**src/rtl/imm_gen_pipe.sv**
```systemverilog
// RISC-V immediate decoder with a two-entry (output + skid) registered
// pipeline stage carrying an opaque tag alongside each instruction.
module imm_gen_pipe #(
    parameter int XLEN  = 32,
    parameter int TAG_W = 8
) (
    input  logic             clk,
    input  logic             rstn,
    input  logic             in_valid,
    output logic             in_ready,
    input  logic [31:0]      in_inst,
    input  logic [TAG_W-1:0] in_tag,
    output logic             out_valid,
    input  logic             out_ready,
    output logic [XLEN-1:0]  out_imm,
    output logic [2:0]       out_fmt,
    output logic             out_illegal,
    output logic [TAG_W-1:0] out_tag
);
    localparam logic [2:0] FMT_NONE  = 3'd0;
    localparam logic [2:0] FMT_I     = 3'd1;
    localparam logic [2:0] FMT_S     = 3'd2;
    localparam logic [2:0] FMT_B     = 3'd3;
    localparam logic [2:0] FMT_U     = 3'd4;
    localparam logic [2:0] FMT_J     = 3'd5;
    localparam logic [2:0] FMT_SHAMT = 3'd6;
    localparam logic [2:0] FMT_ZIMM  = 3'd7;

    logic [XLEN-1:0] w_imm_i, w_imm_s, w_imm_b, w_imm_u, w_imm_j;
    logic [XLEN-1:0] w_imm;
    logic [2:0]      w_fmt;
    logic            w_ill;
    logic [2:0]      w_f3;
    logic            w_is_shift;

    assign w_f3       = in_inst[14:12];
    assign w_is_shift = (w_f3 == 3'b001) || (w_f3 == 3'b101);
    assign w_imm_i    = XLEN'($signed(in_inst[31:20]));
    assign w_imm_s    = XLEN'($signed({in_inst[31:25], in_inst[11:7]}));
    assign w_imm_b    = XLEN'($signed({in_inst[31], in_inst[7], in_inst[30:25], in_inst[11:8], 1'b0}));
    assign w_imm_u    = XLEN'($signed({in_inst[31:12], 12'b0}));
    assign w_imm_j    = XLEN'($signed({in_inst[31], in_inst[19:12], in_inst[20], in_inst[30:21], 1'b0}));

    always_comb begin
        w_imm = '0;
        w_fmt = FMT_NONE;
        w_ill = 1'b0;
        if (in_inst[1:0] != 2'b11) begin
            w_ill = 1'b1;
        end else begin
            case (in_inst[6:0])
                7'b0000011, 7'b1100111: begin w_fmt = FMT_I; w_imm = w_imm_i; end
                7'b0100011: begin w_fmt = FMT_S; w_imm = w_imm_s; end
                7'b1100011: begin w_fmt = FMT_B; w_imm = w_imm_b; end
                7'b0110111, 7'b0010111: begin w_fmt = FMT_U; w_imm = w_imm_u; end
                7'b1101111: begin w_fmt = FMT_J; w_imm = w_imm_j; end
                7'b0010011: begin
                    if (!w_is_shift) begin
                        w_fmt = FMT_I;
                        w_imm = w_imm_i;
                    end else begin
                        w_fmt = FMT_SHAMT;
                        if (XLEN == 64) w_imm = XLEN'(in_inst[25:20]);
                        else if (in_inst[25]) w_ill = 1'b1;
                        else w_imm = XLEN'(in_inst[24:20]);
                    end
                end
                7'b0011011: begin
                    // Word-sized ops only exist on RV64; shift amount is 5 bits.
                    if (XLEN != 64) begin
                        w_ill = 1'b1;
                    end else if (!w_is_shift) begin
                        w_fmt = FMT_I;
                        w_imm = w_imm_i;
                    end else begin
                        w_fmt = FMT_SHAMT;
                        if (in_inst[25]) w_ill = 1'b1;
                        else w_imm = XLEN'(in_inst[24:20]);
                    end
                end
                7'b1110011: begin
                    if (w_f3[2] && (w_f3[1:0] != 2'b00)) begin
                        w_fmt = FMT_ZIMM;
                        w_imm = XLEN'(in_inst[19:15]);
                    end else if (w_f3 == 3'b100) begin
                        w_ill = 1'b1;
                    end
                end
                7'b0110011, 7'b0001111: ;
                7'b0111011: w_ill = (XLEN != 64);
                default: w_ill = 1'b1;
            endcase
        end
    end

    logic             r_o_valid, r_s_valid;
    logic [XLEN-1:0]  r_o_imm, r_s_imm;
    logic [2:0]       r_o_fmt, r_s_fmt;
    logic             r_o_ill, r_s_ill;
    logic [TAG_W-1:0] r_o_tag, r_s_tag;
    logic             w_in_fire, w_out_fire;

    assign in_ready    = !r_s_valid;
    assign w_in_fire   = in_valid && in_ready;
    assign w_out_fire  = r_o_valid && out_ready;
    assign out_valid   = r_o_valid;
    assign out_imm     = r_o_imm;
    assign out_fmt     = r_o_fmt;
    assign out_illegal = r_o_ill;
    assign out_tag     = r_o_tag;

    // S is only ever filled while O is held, so S valid implies no input fire.
    always_ff @(posedge clk or negedge rstn) begin
        if (!rstn) begin
            r_o_valid <= 1'b0;
            r_o_imm   <= '0;
            r_o_fmt   <= FMT_NONE;
            r_o_ill   <= 1'b0;
            r_o_tag   <= '0;
            r_s_valid <= 1'b0;
            r_s_imm   <= '0;
            r_s_fmt   <= FMT_NONE;
            r_s_ill   <= 1'b0;
            r_s_tag   <= '0;
        end else if (w_out_fire && r_s_valid) begin
            r_o_imm   <= r_s_imm;
            r_o_fmt   <= r_s_fmt;
            r_o_ill   <= r_s_ill;
            r_o_tag   <= r_s_tag;
            r_s_valid <= 1'b0;
        end else if (w_out_fire || !r_o_valid) begin
            r_o_valid <= w_in_fire;
            if (w_in_fire) begin
                r_o_imm <= w_imm;
                r_o_fmt <= w_fmt;
                r_o_ill <= w_ill;
                r_o_tag <= in_tag;
            end
        end else if (w_in_fire) begin
            r_s_valid <= 1'b1;
            r_s_imm   <= w_imm;
            r_s_fmt   <= w_fmt;
            r_s_ill   <= w_ill;
            r_s_tag   <= in_tag;
        end
    end
endmodule
```
**config.mk**
```make
export PLATFORM = sky130hd
export DESIGN_NAME = imm_gen_pipe
export DESIGN_NICKNAME = d
export VERILOG_FILES = /design/src/rtl/imm_gen_pipe.sv
export SDC_FILE = /design/constraint.sdc
export NUM_CORES = 1
export LEC_CHECK = 0
export CAP_MARGIN = 20
export CORE_ASPECT_RATIO = 1.75
export CORE_MARGIN = 8
export CORE_UTILIZATION = 55
export CTS_CLUSTER_SIZE = 20
export DETAILED_ROUTE_END_ITERATION = 7
export PLACE_DENSITY = 0.87
export SETUP_SLACK_MARGIN = 0.4
export SYNTH_ARGS = -nofsm -noshare
export SYNTH_HDL_FRONTEND = slang
export SYNTH_SLANG_ARGS = --single-unit
```
**constraint.sdc**
```tcl
create_clock -name clk -period 4.1 [get_ports clk]
set_input_delay 0.82 -clock clk [delete_from_list [all_inputs] [get_ports clk]]
set_output_delay 0.82 -clock clk [all_outputs]
set_load 0.02 [all_outputs]
```
Yosys cells after proc, flatten, opt, wreduce, memory -nomap -nowiden
Index checks and enable logic that the tools add are counted.

storage, ports and cells
  register bits after elaboration = 90
  latch bits = 0
  memory bits (writable) = 0
  bits in read-only memories = 0
  bits of input ports = 44
  output and inout port bits = 46
  word-level logic and storage cells = 76
  memories = 0

cells by class
  $add $sub $neg = 0
  multipliers = 0
  div/mod/pow operators = 0
  $lt $le $gt $ge = 0
  equal/unequal tests = 16
  shifts and indexed selects = 0
  multiplexer cells = 30
  bitwise logic cells = 2
  reductions and logical operators = 18

operators by type and width
  operator                                             count
  one-hot mux 32 bit (7 select lines)                  1
  2-to-1 mux 32 bit                                    5
  equality test 7 bit, second input constant           4
  2-to-1 mux 8 bit                                     3
  equality test 7 x 6 -> 1 bit, second input constant  3
  one-hot mux 3 bit (7 select lines)                   1
  2-to-1 mux 3 bit                                     6
  equality test 7 x 5 -> 1 bit, second input constant  2
  2-to-1 mux 1 bit                                     11
  2-to-1 mux 5 bit                                     2
  OR reduction 9 bit                                   1
  equality test 7 x 2 -> 1 bit, second input constant  1
  equality test 7 x 4 -> 1 bit, second input constant  1
  equality test 3 bit, second input constant           2
  AND reduction 2 bit                                  3
  nonzero test 2 bit                                   3
  logical AND 1 bit                                    4
  inequality test 2 bit, second input constant         2
  OR reduction 2 bit                                   2
  equality test 3 x 1 -> 1 bit, second input constant  1
  one-hot mux 1 bit (3 select lines)                   1
  AND reduction 3 bit                                  1
  logical NOT 1 bit                                    2
  logical OR 1 bit                                     2
  NOT 1 bit                                            2

Logic depth before layout (Yosys ltp)
Gate-level depths: netlist of the first run.

  word-level depth = 8
  gate-level depth with buffers = 7
  gate-level depth less buffers = 5

Worst setup path before layout of the first run
OpenSTA, ideal clock, no wires.

  kind = input -> register
  start point = in in_inst[4]
  end point = reg r_o_imm[1] (netlist: out_imm[1])
  setup time = 126 ps
  arrival time = 1965 ps
  data required time = 3974 ps
  setup slack = 2009 ps
  stages on the path = 7
  path buffers = 2
  cell sequence = buf_2 and4b_1 and2_1 clkbuf_1 a22o_1 a211oi_1 o21ai_1

between the ends
  longest elaborated chain between the ends = 7
  elaborated cells on any way between the ends = 16
  those cells by class = eq/ne: 9; mux: 5; reduce/logical: 2

RTL lines
  item                                                        line  text
  start: declaration                                          11    input logic [31:0] in_inst,
  equality test 7 x 6 -> 1 bit, or another cell as far along  51    case (in_inst[6:0])
  OR reduction 2 bit, on equally long branches                --
  one-hot mux 32 bit (7 select lines) (*)                     51
  2-to-1 mux 32 bit (*)                                       48    if (in_inst[1:0] != 2'b11) begin
  2-to-1 mux 32 bit (*)                                       133   if (w_in_fire) begin
  2-to-1 mux 32 bit (*)                                       131   end else if (w_out_fire || !r_o_valid) begin
  2-to-1 mux 32 bit (*)                                       125   end else if (w_out_fire && r_s_valid) begin
  end signal: assignment                                      126   r_o_imm <= r_s_imm;
  end signal: assignment                                      134   r_o_imm <= w_imm;
  end: declaration                                            97    logic [XLEN-1:0] r_o_imm, r_s_imm;

Mark *: on every way between the ends. The rest lies on a longest branch, timed or not. The select of a mux whose other input is x is not followed.
A chain may end at the register's enable or synchronous reset.

Worst setup path in the final report of the first run
  start point = in in_inst[6]
  end point = reg r_s_imm[26]

between the ends
  longest elaborated chain between the ends = 4
  elaborated cells on any way between the ends = 13
  those cells by class = eq/ne: 9; mux: 2; reduce/logical: 2

RTL lines
  item                                                        line  text
  equality test 7 x 6 -> 1 bit, or another cell as far along  51
  OR reduction 2 bit, on equally long branches                --
  one-hot mux 32 bit (7 select lines) (*)                     51
  2-to-1 mux 32 bit (*)                                       48
  end signal: assignment                                      141   r_s_imm <= w_imm;
  end: declaration                                            97

Mark *: on every way between the ends. The rest lies on a longest branch, timed or not.

==> results.txt, run 1 <==
Die Ht: 131 um
critical path data required time: 4.36 ns
outcome: finished clean
YS warnings: 0
CP Max Fanout: 14
fin nets: 573
H-tree lvl count: 3
flops & latches, synth: 90
Cell Area, Placed: 5060 um2
Sw Share: 0.376
Post-DRT Antenna Nets: 0
max cap viols: 0
CP peak stage delay: 0.66 ns
Area Growth Syn to Fin: 29.4%
sequential power share: 0.386
WL per Instance: 20.1 um
TritonCTS Buffers: 9
Pint: 2110 uW
Net Count, Synth: 494
largest net degree at the start of global routing: 65
CP Launch Type: input port
Slowest cell on crit path: clkdlybuf4s50_1
Initial Util: 0.557
Avg Inst Size Synth: 9.16 um2
worst hold path class: reg2reg
root buf cell: clkbuf_16
Slew @ Worst Pin: 0.930 ns
clock buffer depth: 2
Relative slew margins: 0.378
router iterations before antenna repair: 5
setup violators final: 0
Comb pwr share: 0.386
cts hold-fix bufs: 0
fraction of layout cells with a size suffix above 1: 0.0655
Clock transition at path regs: 0.06 ns
Fillers: 553
RR Startpoint: r_s_valid$_DFFE_PN0P_
CP Data Arrival Time: 3.02 ns
gpl congestion: 0.868
initial antenna violation count: 0
GRT Overall Usage: 0.243
drt total wl: 12500 um
Critical Path Source: in_inst[6]
most common cell after layout, fill and taps aside: nand2_1
clock share of power: 0.227
Async SR Flop Fraction: 1.00
GRT overflow: 0
postcts setup bufs: 0
number of port buffers: 89
Cells after Synth: 450
Pwr Total: 3380 uW
Max Clock Freq: 363 MHz
Die ar.: 10600 um2
placeable core area: 7410 um2
IO Pins: 90
post-synth cell types: 43
PD cells: 634 nW/um2
Hold Path Origin: r_s_imm[11]$_DFFE_PN0P_
Crit Path Category: in2reg
NetSw: 1270 uW
clk sink count: 90
Die Width: 81.5 um
DRC viols: 0
TritonCTS clock tree: yes
RSZ-0062 raised after global routing: no
maximum VDD drop: 0.350 mV
CP Cell Sequence: clkdlybuf4s50_1 -> nor2_1 -> nand3_2 -> nand3_1 -> nand2_1 -> a31oi_1
reg-to-reg slack, setup: 2.07 ns
Mapped Area: 4120 um2
vias in the first global route: 4020
Final Critical Period: 2.76 ns
family with the most delay on the worst path: simple AND/OR/NAND/NOR gates
row cnt: 42
Post-synth EDFFs: 0
drt first-iter violations: 296
global-route wire length before repair: 19800 um
Final Max Tran Viols: 0
post-route clock skew: 0.00566 ns
ys flop type: dfrtp_1
Vias per Instance: 6.22
Hold Fails Final Rpt: 0
Worst Path Buf+Inv: 1
vias: 3866
post-route design area: 5340 um2
most frequent cells in the layout: nand2_1 (106), dfrtp_1 (90), clkdlybuf4s50_1 (88)
Static Leak: 0.00224 uW
Final Cycle Share: 0.673
Critical Path End Type: flop
clk_lat worst skew: 0.34 ns
n_diodes: 0
final setup TNS: 0 ns
Post-DP HPWL: 8940 um
Seq/Total Area, Yosys: 0.546
post-cts resize count: 0
## cells by family after synthesis
logic type | after synthesis | synth area share
flip-flops | 90 | 0.546
buffers and inverters | 33 | 0.0346
AND/OR/NAND/NOR | 159 | 0.167
AO/OA/AOI/OAI | 168 | 0.252
## routing by layer
metal  vias up  share of wire  GRT usage
li1       1765              -          -
met1      1882           0.36      0.257
met2       172           0.52      0.410
met3        47          0.062     0.0555
met4         0          0.054      0.171
met5         -              0          0
## worst min-delay path: stages, from the launching register on
cell     delay, ns
dfrtp_1       0.34
nand2_1       0.05
nand2_1       0.05
## synth_stat cells (5+ instances only)
library cell / instances / share of area
clkbuf_1: 22 / 0.020
o21ai_0: 52 / 0.063
a22oi_1: 17 / 0.031
nand2_1: 106 / 0.096
o21ai_1: 11 / 0.013
a31oi_1: 14 / 0.021
a21oi_1: 36 / 0.044
dfrtp_1: 90 / 0.55
nor2_1: 23 / 0.021
nor3_1: 5 / 0.0061
o22ai_1: 15 / 0.023
nand3_1: 5 / 0.0061
## state kept, by name (all words and copies together), names as in the netlist
register	cells
out_illegal	1
out_valid	1
r_s_tag	8
r_s_ill	1
r_s_valid	1
out_tag	8
out_imm	32
out_fmt	3
r_s_imm	32
r_s_fmt	3
## stage by stage
step / instances / setup WS (ns) / hold slack (ns) / utilization
floorplan: 450 / 2.01 / 0.440 / -
global placement: 606 / 1.04 / 0.453 / 0.682
detailed placement: 606 / 1.02 / 0.458 / 0.682
CTS: 622 / 1.36 / 0.473 / 0.720
global route: 622 / 1.18 / 0.505 / 0.720
finish: 622 / 1.34 / 0.473 / 0.720
## final cells by class
| class | instances | area (um2) | area share |
|---|---|---|---|
| Tap cell | 88 | 110 | 0.0206 |
| Timing Repair Buffer | 96 | 941 | 0.176 |
| Multi-Input combinational cell | 327 | 1730 | 0.325 |
| Clock inverter | 6 | 40.0 | 0.00750 |
| Sequential cell | 90 | 2250 | 0.422 |
| Inverter | 5 | 18.8 | 0.00352 |
| Clock buffer | 10 | 239 | 0.0448 |
## power by group through the flow
stage | Combinational [uW] | Clock (uW) | Sequential, uW
after floorplan | 559 | 0 | 1470
after global placement | 1270 | 0 | 1300
after detailed placement | 1300 | 0 | 1320
after CTS | 1310 | 775 | 1300
after global routing | 1400 | 813 | 1340
final | 1310 | 769 | 1310
## worst paths after layout
kind | end | cells past startpoint
hold reg to reg | r_s_imm[11]$_DFFE_PN0P_ | 2
max in group asynchronous | r_s_imm[31]$_DFFE_PN0P_ | 2
setup reg to reg | out_imm[26]$_DFFE_PN0P_ | 5
setup / recovery | r_s_imm[26]$_DFFE_PN0P_ | 6
hold / removal | r_s_imm[11]$_DFFE_PN0P_ | 2
min in group asynchronous | r_s_valid$_DFFE_PN0P_ | 1
Power figures use the tool's default switching activity.
==> inputs of run 2 (changes only) <==
--- a/config.mk
+++ b/config.mk
@@ -8,10 +8,10 @@
 export CAP_MARGIN = 20
 export CORE_ASPECT_RATIO = 1.75
 export CORE_MARGIN = 8
-export CORE_UTILIZATION = 55
+export CORE_UTILIZATION = 51
 export CTS_CLUSTER_SIZE = 20
 export DETAILED_ROUTE_END_ITERATION = 7
-export PLACE_DENSITY = 0.87
+export PLACE_DENSITY = 0.81
 export SETUP_SLACK_MARGIN = 0.4
 export SYNTH_ARGS = -nofsm -noshare
 export SYNTH_HDL_FRONTEND = slang
==> constraint.sdc (replaced) <==
create_clock -name clk -period 2.75 [get_ports clk]
set_input_delay 0.55 -clock clk [delete_from_list [all_inputs] [get_ports clk]]
set_output_delay 0.55 -clock clk [all_outputs]
set_load 0.02 [all_outputs]
==> results.txt, run 2 (synthesis results as in run 1) <==
Die ar.: 11300 um2 (+6.6%)
post-route clock skew: 0.00393 ns (-0.00173 ns)
Slew @ Worst Pin: 0.630 ns (-0.300 ns)
clock buffer depth: 2 (unchanged)
Final Max Tran Viols: 0 (unchanged)
multi-input logic area: 1740 um2 (+0.29%)
H-tree lvl count: 3 (unchanged)
DRC viols: 0 (unchanged)
Die Width: 84.0 um (+3.1%)
IO Pins: 90 (unchanged)
row cnt: 43 (+2.4%)
CP peak stage delay: 0.59 ns (-0.07 ns)
Fillers: 645 (+17%)
Relative slew margins: 0.577 (+0.200)
number of port buffers: 89 (unchanged)
root buf cell: clkbuf_16
CP Launch Type: input port
cts hold-fix bufs: 0 (unchanged)
router iterations before antenna repair: 4 (-1)
clk sink count: 90 (unchanged)
GR Util met1: 0.234 (-0.0234)
Max Clock Freq: 443 MHz
gpl congestion: 0.984 (+13%)
Initial Util: 0.521 (-0.0351)
initial antenna violation count: 0 (unchanged)
grt met2 use: 0.383 (-0.0269)
RSZ-0062 raised after global routing: yes
GRT Overall Usage: 0.215 (-0.0274)
largest net degree at the start of global routing: 69 (+6.2%)
max cap viols: 0 (unchanged)
maximum VDD drop: 0.446 mV (+28%)
Clock transition at path regs: 0.06 ns (about the same)
Die Ht: 135 um (+3.4%)
post-layout util: 0.690 (-0.0296)
most common cell after layout, fill and taps aside: nand2_1
setup violators final: 0 (unchanged)
vias in the first global route: 3819 (-5.0%)
drt total wl: 12300 um (-1.5%)
CP Cell Sequence: clkdlybuf4s50_1 -> and2_1 -> o21ai_2 -> a31oi_4 -> nor2_1 -> a21oi_1
fraction of layout cells with a size suffix above 1: 0.0829 (+0.0173)
global-route wire length before repair: 19600 um (-1.4%)
WL per Instance: 19.4 um (-3.2%)
placeable core area: 7910 um2 (+6.7%)
post-route design area: 5460 um2 (+2.3%)
drt first-iter violations: 289 (-2.4%)
final setup TNS: 0 ns (unchanged)
CP Max Fanout: 11 (-3)
worst hold path class: in2async
fin nets: 585 (+2.1%)
Final Cycle Share: 0.821
Hold Fails Final Rpt: 0 (unchanged)
Critical Path End Type: flop
Vias per Instance: 6.04 (-2.8%)
Slowest cell on crit path: clkdlybuf4s50_1
Post-DRT Antenna Nets: 0 (unchanged)
Static Leak: 0.00231 uW (+3.4%)
met3 usage: 0.0495 (-0.00602)
most frequent cells in the layout: nand2_1 (106), dfrtp_1 (90), clkdlybuf4s50_1 (88)
TritonCTS Buffers: 9 (unchanged)
clk_lat worst skew: 0.34 ns (about the same)
Post-DP HPWL: 9030 um (+1.0%)
Area Growth Syn to Fin: 32.4%
PD cells: 938 nW/um2 (+48%)
Pwr Total: 5120 uW (+52%)
Cell Area, Placed: 5170 um2 (+2.2%)
n_diodes: 0 (unchanged)
Crit Path Category: in2reg
GR peak layer: met2
GRT overflow: 0 (unchanged)
Sequential Area: 2250 um2 (unchanged)
critical path data required time: 2.95 ns (-1.41 ns)
vias: 3824 (-1.1%)
Final Critical Period: 2.26 ns
outcome: finished clean
CP Data Arrival Time: 2.46 ns (-0.56 ns)
TritonCTS clock tree: yes
## run 2: changes by cell type in the layout (fill, tap and decap cells not counted)
cell | before | now
clkinv_2 | 3 | 1
nand3_1 | 4 | 3
buf_4 | 8 | 18
nand3_2 | 2 | 3
inv_6 | 1 | 0
clkinv_4 | 1 | 0
bufinv_16 | 0 | 1
buf_12 | 0 | 2
## run 2: timing repair
item                                    4_1_cts  5_1_grt
buffers inserted                              0        1
endpoints found under the hold margin         0        0
endpoints found under the setup margin        0        9
resized for setup                             0        1
## run 2: cell type report
cell class	instances	area share
Sequential cell	90	0.412
Multi-Input combinational cell	327	0.319
Timing Repair Buffer	108	0.193
Clock buffer	10	0.0438
Tap cell	90	0.0206
Clock inverter	3	0.00779
Inverter	5	0.00344
## run 2: per-layer routing
metal  vias up  routed length [um]
li1       1788                   -
met1      1875                4660
met2       141                6650
met3        20                 657
met4         0                 331
met5         -                   0
## run 2: per-stage QoR
step	instances	hold slack, ns	worst slack, ns
floorplan	450	0.254	0.929
global placement	619	0.455	0.160
detailed placement	619	0.458	0.0805
global route	633	0.262	0.395
finish	633	0.218	0.492
CTS	632	0.239	0.433
## run 2: path summary, 6_finish.rpt
kind	start	endpoint	slack [ns]	depth (start not counted)
setup reg to reg	r_s_valid$_DFFE_PN0P_	out_imm[30]$_DFFE_PN0P_	0.99	5
hold / removal	rstn	out_valid$_DFFE_PN0P_	0.22	1
min in group clk	r_s_fmt[1]$_DFFE_PN0P_	r_s_fmt[1]$_DFFE_PN0P_	0.47	2
hold reg to reg	r_s_fmt[1]$_DFFE_PN0P_	r_s_fmt[1]$_DFFE_PN0P_	0.47	2
setup / recovery	in_inst[6]	out_imm[30]$_DFFE_PN0P_	0.49	6
max in group asynchronous	rstn	r_s_imm[13]$_DFFE_PN0P_	1.86	2
## run 2: worst max-delay path, delay by kind of cell
kind / cells / cell delay (ns)
and+or+nand+nor: 2 / 0.65
buffers and inverters: 1 / 0.59
AOI/OAI and AO/OA: 3 / 0.67
## run 2: power by group
part / internal [uW] / total [uW] / switching (uW) / leakage, uW
combinational: 835 / 1990 / 1160 / 0.00100
clock: 711 / 1190 / 475 / 0.000136
sequential: 1710 / 1940 / 227 / 0.00117
total: 3260 / 5120 / 1860 / 0.00231
==> inputs of run 3 (changes only) <==
==> constraint.sdc (replaced) <==
create_clock -name clk -period 2.3 [get_ports clk]
set_input_delay 0.46 -clock clk [delete_from_list [all_inputs] [get_ports clk]]
set_output_delay 0.46 -clock clk [all_outputs]
set_load 0.02 [all_outputs]
==> results.txt, run 3 (synthesis results as in run 1) <==
Finished Layout Cells: 650 (+2.7%)
fraction of layout cells with a size suffix above 1: 0.138 (+0.0546)
CP Max Fanout: 4 (-7)
critical path data required time: 2.51 ns (-0.44 ns)
maximum VDD drop: 0.550 mV (+23%)
most common cell after layout, fill and taps aside: nand2_1
CP peak stage delay: 0.48 ns (-0.11 ns)
gpl congestion: 0.892 (-9.3%)
Hold Fails Final Rpt: 0 (unchanged)
Slowest cell on crit path: clkdlybuf4s50_1
most frequent cells in the layout: nand2_1 (105), dfrtp_1 (90), clkdlybuf4s50_1 (78)
Fillers: 563 (-13%)
n_diodes: 0 (unchanged)
Area Growth Syn to Fin: 40.3%
Worst Path Buf+Inv: 1 (unchanged)
Final Cycle Share: 0.824
root buf cell: clkbuf_16
H-tree lvl count: 3 (unchanged)
Crit Path Category: in2reg
max cap viols: 0 (unchanged)
RSZ-0062 raised after global routing: yes
outcome: finished clean
Hold WS: 0.126 ns (-0.0926 ns)
IO Pins: 90 (unchanged)
TritonCTS clock tree: yes
TritonCTS Buffers: 9 (unchanged)
Critical Path End Type: flop
clock buffer depth: 2 (unchanged)
Post-DP HPWL: 9070 um (+0.44%)
Final Worst Setup Slack: 0.406 ns (-0.0865 ns)
clk_lat worst skew: 0.33 ns (about the same)
placeable core area: 7910 um2 (unchanged)
initial antenna violation count: 0 (unchanged)
Cell Area, Placed: 5280 um2 (+2.2%)
router iterations before antenna repair: 7 (+3)
clk sink count: 90 (unchanged)
DP Worst Slack: -0.0878 ns (-0.168 ns)
GRT Overall Usage: 0.225 (+0.00918)
drt total wl: 12900 um (+5.2%)
Die ar.: 11300 um2 (unchanged)
vias: 3937 (+3.0%)
Vias per Instance: 6.06 (+0.26%)
Post-DRT Antenna Nets: 0 (unchanged)
number of port buffers: 89 (unchanged)
Static Leak: 0.00251 uW (+8.4%)
Initial Util: 0.521 (unchanged)
Pwr Total: 6460 uW (+26%)
Die Ht: 135 um (unchanged)
worst hold path class: in2async
PD cells: 1120 nW/um2 (+19%)
DRC viols: 0 (unchanged)
Max Clock Freq: 528 MHz
row cnt: 43 (unchanged)
post-route design area: 5790 um2 (+6.0%)
drt first-iter violations: 284 (-1.7%)
Relative slew margins: 0.610 (+0.0325)
placed insts: 629 (+1.6%)
Slew @ Worst Pin: 0.585 ns (-0.0445 ns)
GRT overflow: 0 (unchanged)
largest net degree at the start of global routing: 69 (unchanged)
CP Launch Type: input port
Clock transition at path regs: 0.06 ns (about the same)
fin nets: 602 (+2.9%)
WL per Instance: 19.9 um (+2.5%)
Final Max Tran Viols: 0 (unchanged)
CP Data Arrival Time: 2.11 ns (-0.35 ns)
setup violators final: 0 (unchanged)
family with the most delay on the worst path: compound AO/OA/AOI/OAI gates
Final Critical Period: 1.89 ns
vias in the first global route: 3955 (+3.6%)
post-route clock skew: 0.00471 ns (+0.000781 ns)
Die Width: 84.0 um (unchanged)
global-route wire length before repair: 20400 um (+4.5%)
CP Cell Sequence: clkdlybuf4s50_1 -> and4bb_4 -> and3_2 -> a22o_1 -> a211oi_2 -> o21ai_1
[run 3: cell types whose count changed in the layout (fill, tap and decap cells not counted), sizes merged]
cell / before / now
clkdlybuf4s50: 88 / 78
clkinv: 1 / 0
a21oi: 38 / 39
clkinvlp: 1 / 0
buf: 20 / 36
bufinv: 1 / 3
dlygate4sd2: 0 / 2
dlymetal6s2s: 0 / 8
[run 3: power breakdown]
group,internal [uW],switching (uW)
Sequential,2050,279
Combinational,1050,1450
Clock,1070,562
Total,4170,2290
[run 3: cell type report]
type	instances	area, um2	share of cell area
clock buffer	10	239	0.0413
clock inverter	3	90.1	0.0156
inverter	5	18.8	0.00324
multi-input combinational	328	1830	0.317
sequential	90	2250	0.389
tap	90	113	0.0195
timing repair buffer	124	1240	0.214
[run 3: worst paths after layout]
check	start	to	slack, ns	cells after the start
setup reg to reg	out_valid$_DFFE_PN0P_	out_imm[20]$_DFFE_PN0P_	0.66	6
max in group asynchronous	rstn	out_imm[14]$_DFFE_PN0P_	1.63	2
setup / recovery	in_inst[2]	out_imm[1]$_DFFE_PN0P_	0.41	6
hold / removal	rstn	out_imm[8]$_DFFE_PN0P_	0.13	1
hold reg to reg	r_s_imm[4]$_DFFE_PN0P_	r_s_imm[4]$_DFFE_PN0P_	0.48	2
min in group clk	r_s_imm[4]$_DFFE_PN0P_	r_s_imm[4]$_DFFE_PN0P_	0.48	2
[run 3: stage by stage]
step	utilization	setup TNS (ns)
finish	0.732	0
global route	0.732	0
CTS	0.713	0
detailed placement	0.667	-0.672
global placement	0.667	-0.0117
floorplan	-	0
[run 3: layer usage]
layer  routed length (um)  global-route usage  share of wire
met5                    0                   0              0
met3                  771              0.0573          0.060
met2                 6890               0.389           0.53
met1                 4700               0.243           0.36
met4                  575               0.122          0.044
[run 3: what timing repair did]
item	4_1_cts	5_1_grt
hold endpoints to repair	0	0
buffers inserted	1	5
hold buffers	0	0
gates cloned	0	2
resized for setup	11	30
pin swaps	2	4
endpoints found under the setup margin	49	61
[run 3: worst reg2reg max path, stage by stage (launching register included)]
cell	delay (ns)
dfrtp_1	0.42
nor2b_1	0.17
buf_4	0.15
a21oi_2	0.24
nand2_4	0.15
buf_4	0.22
o21ai_0	0.21
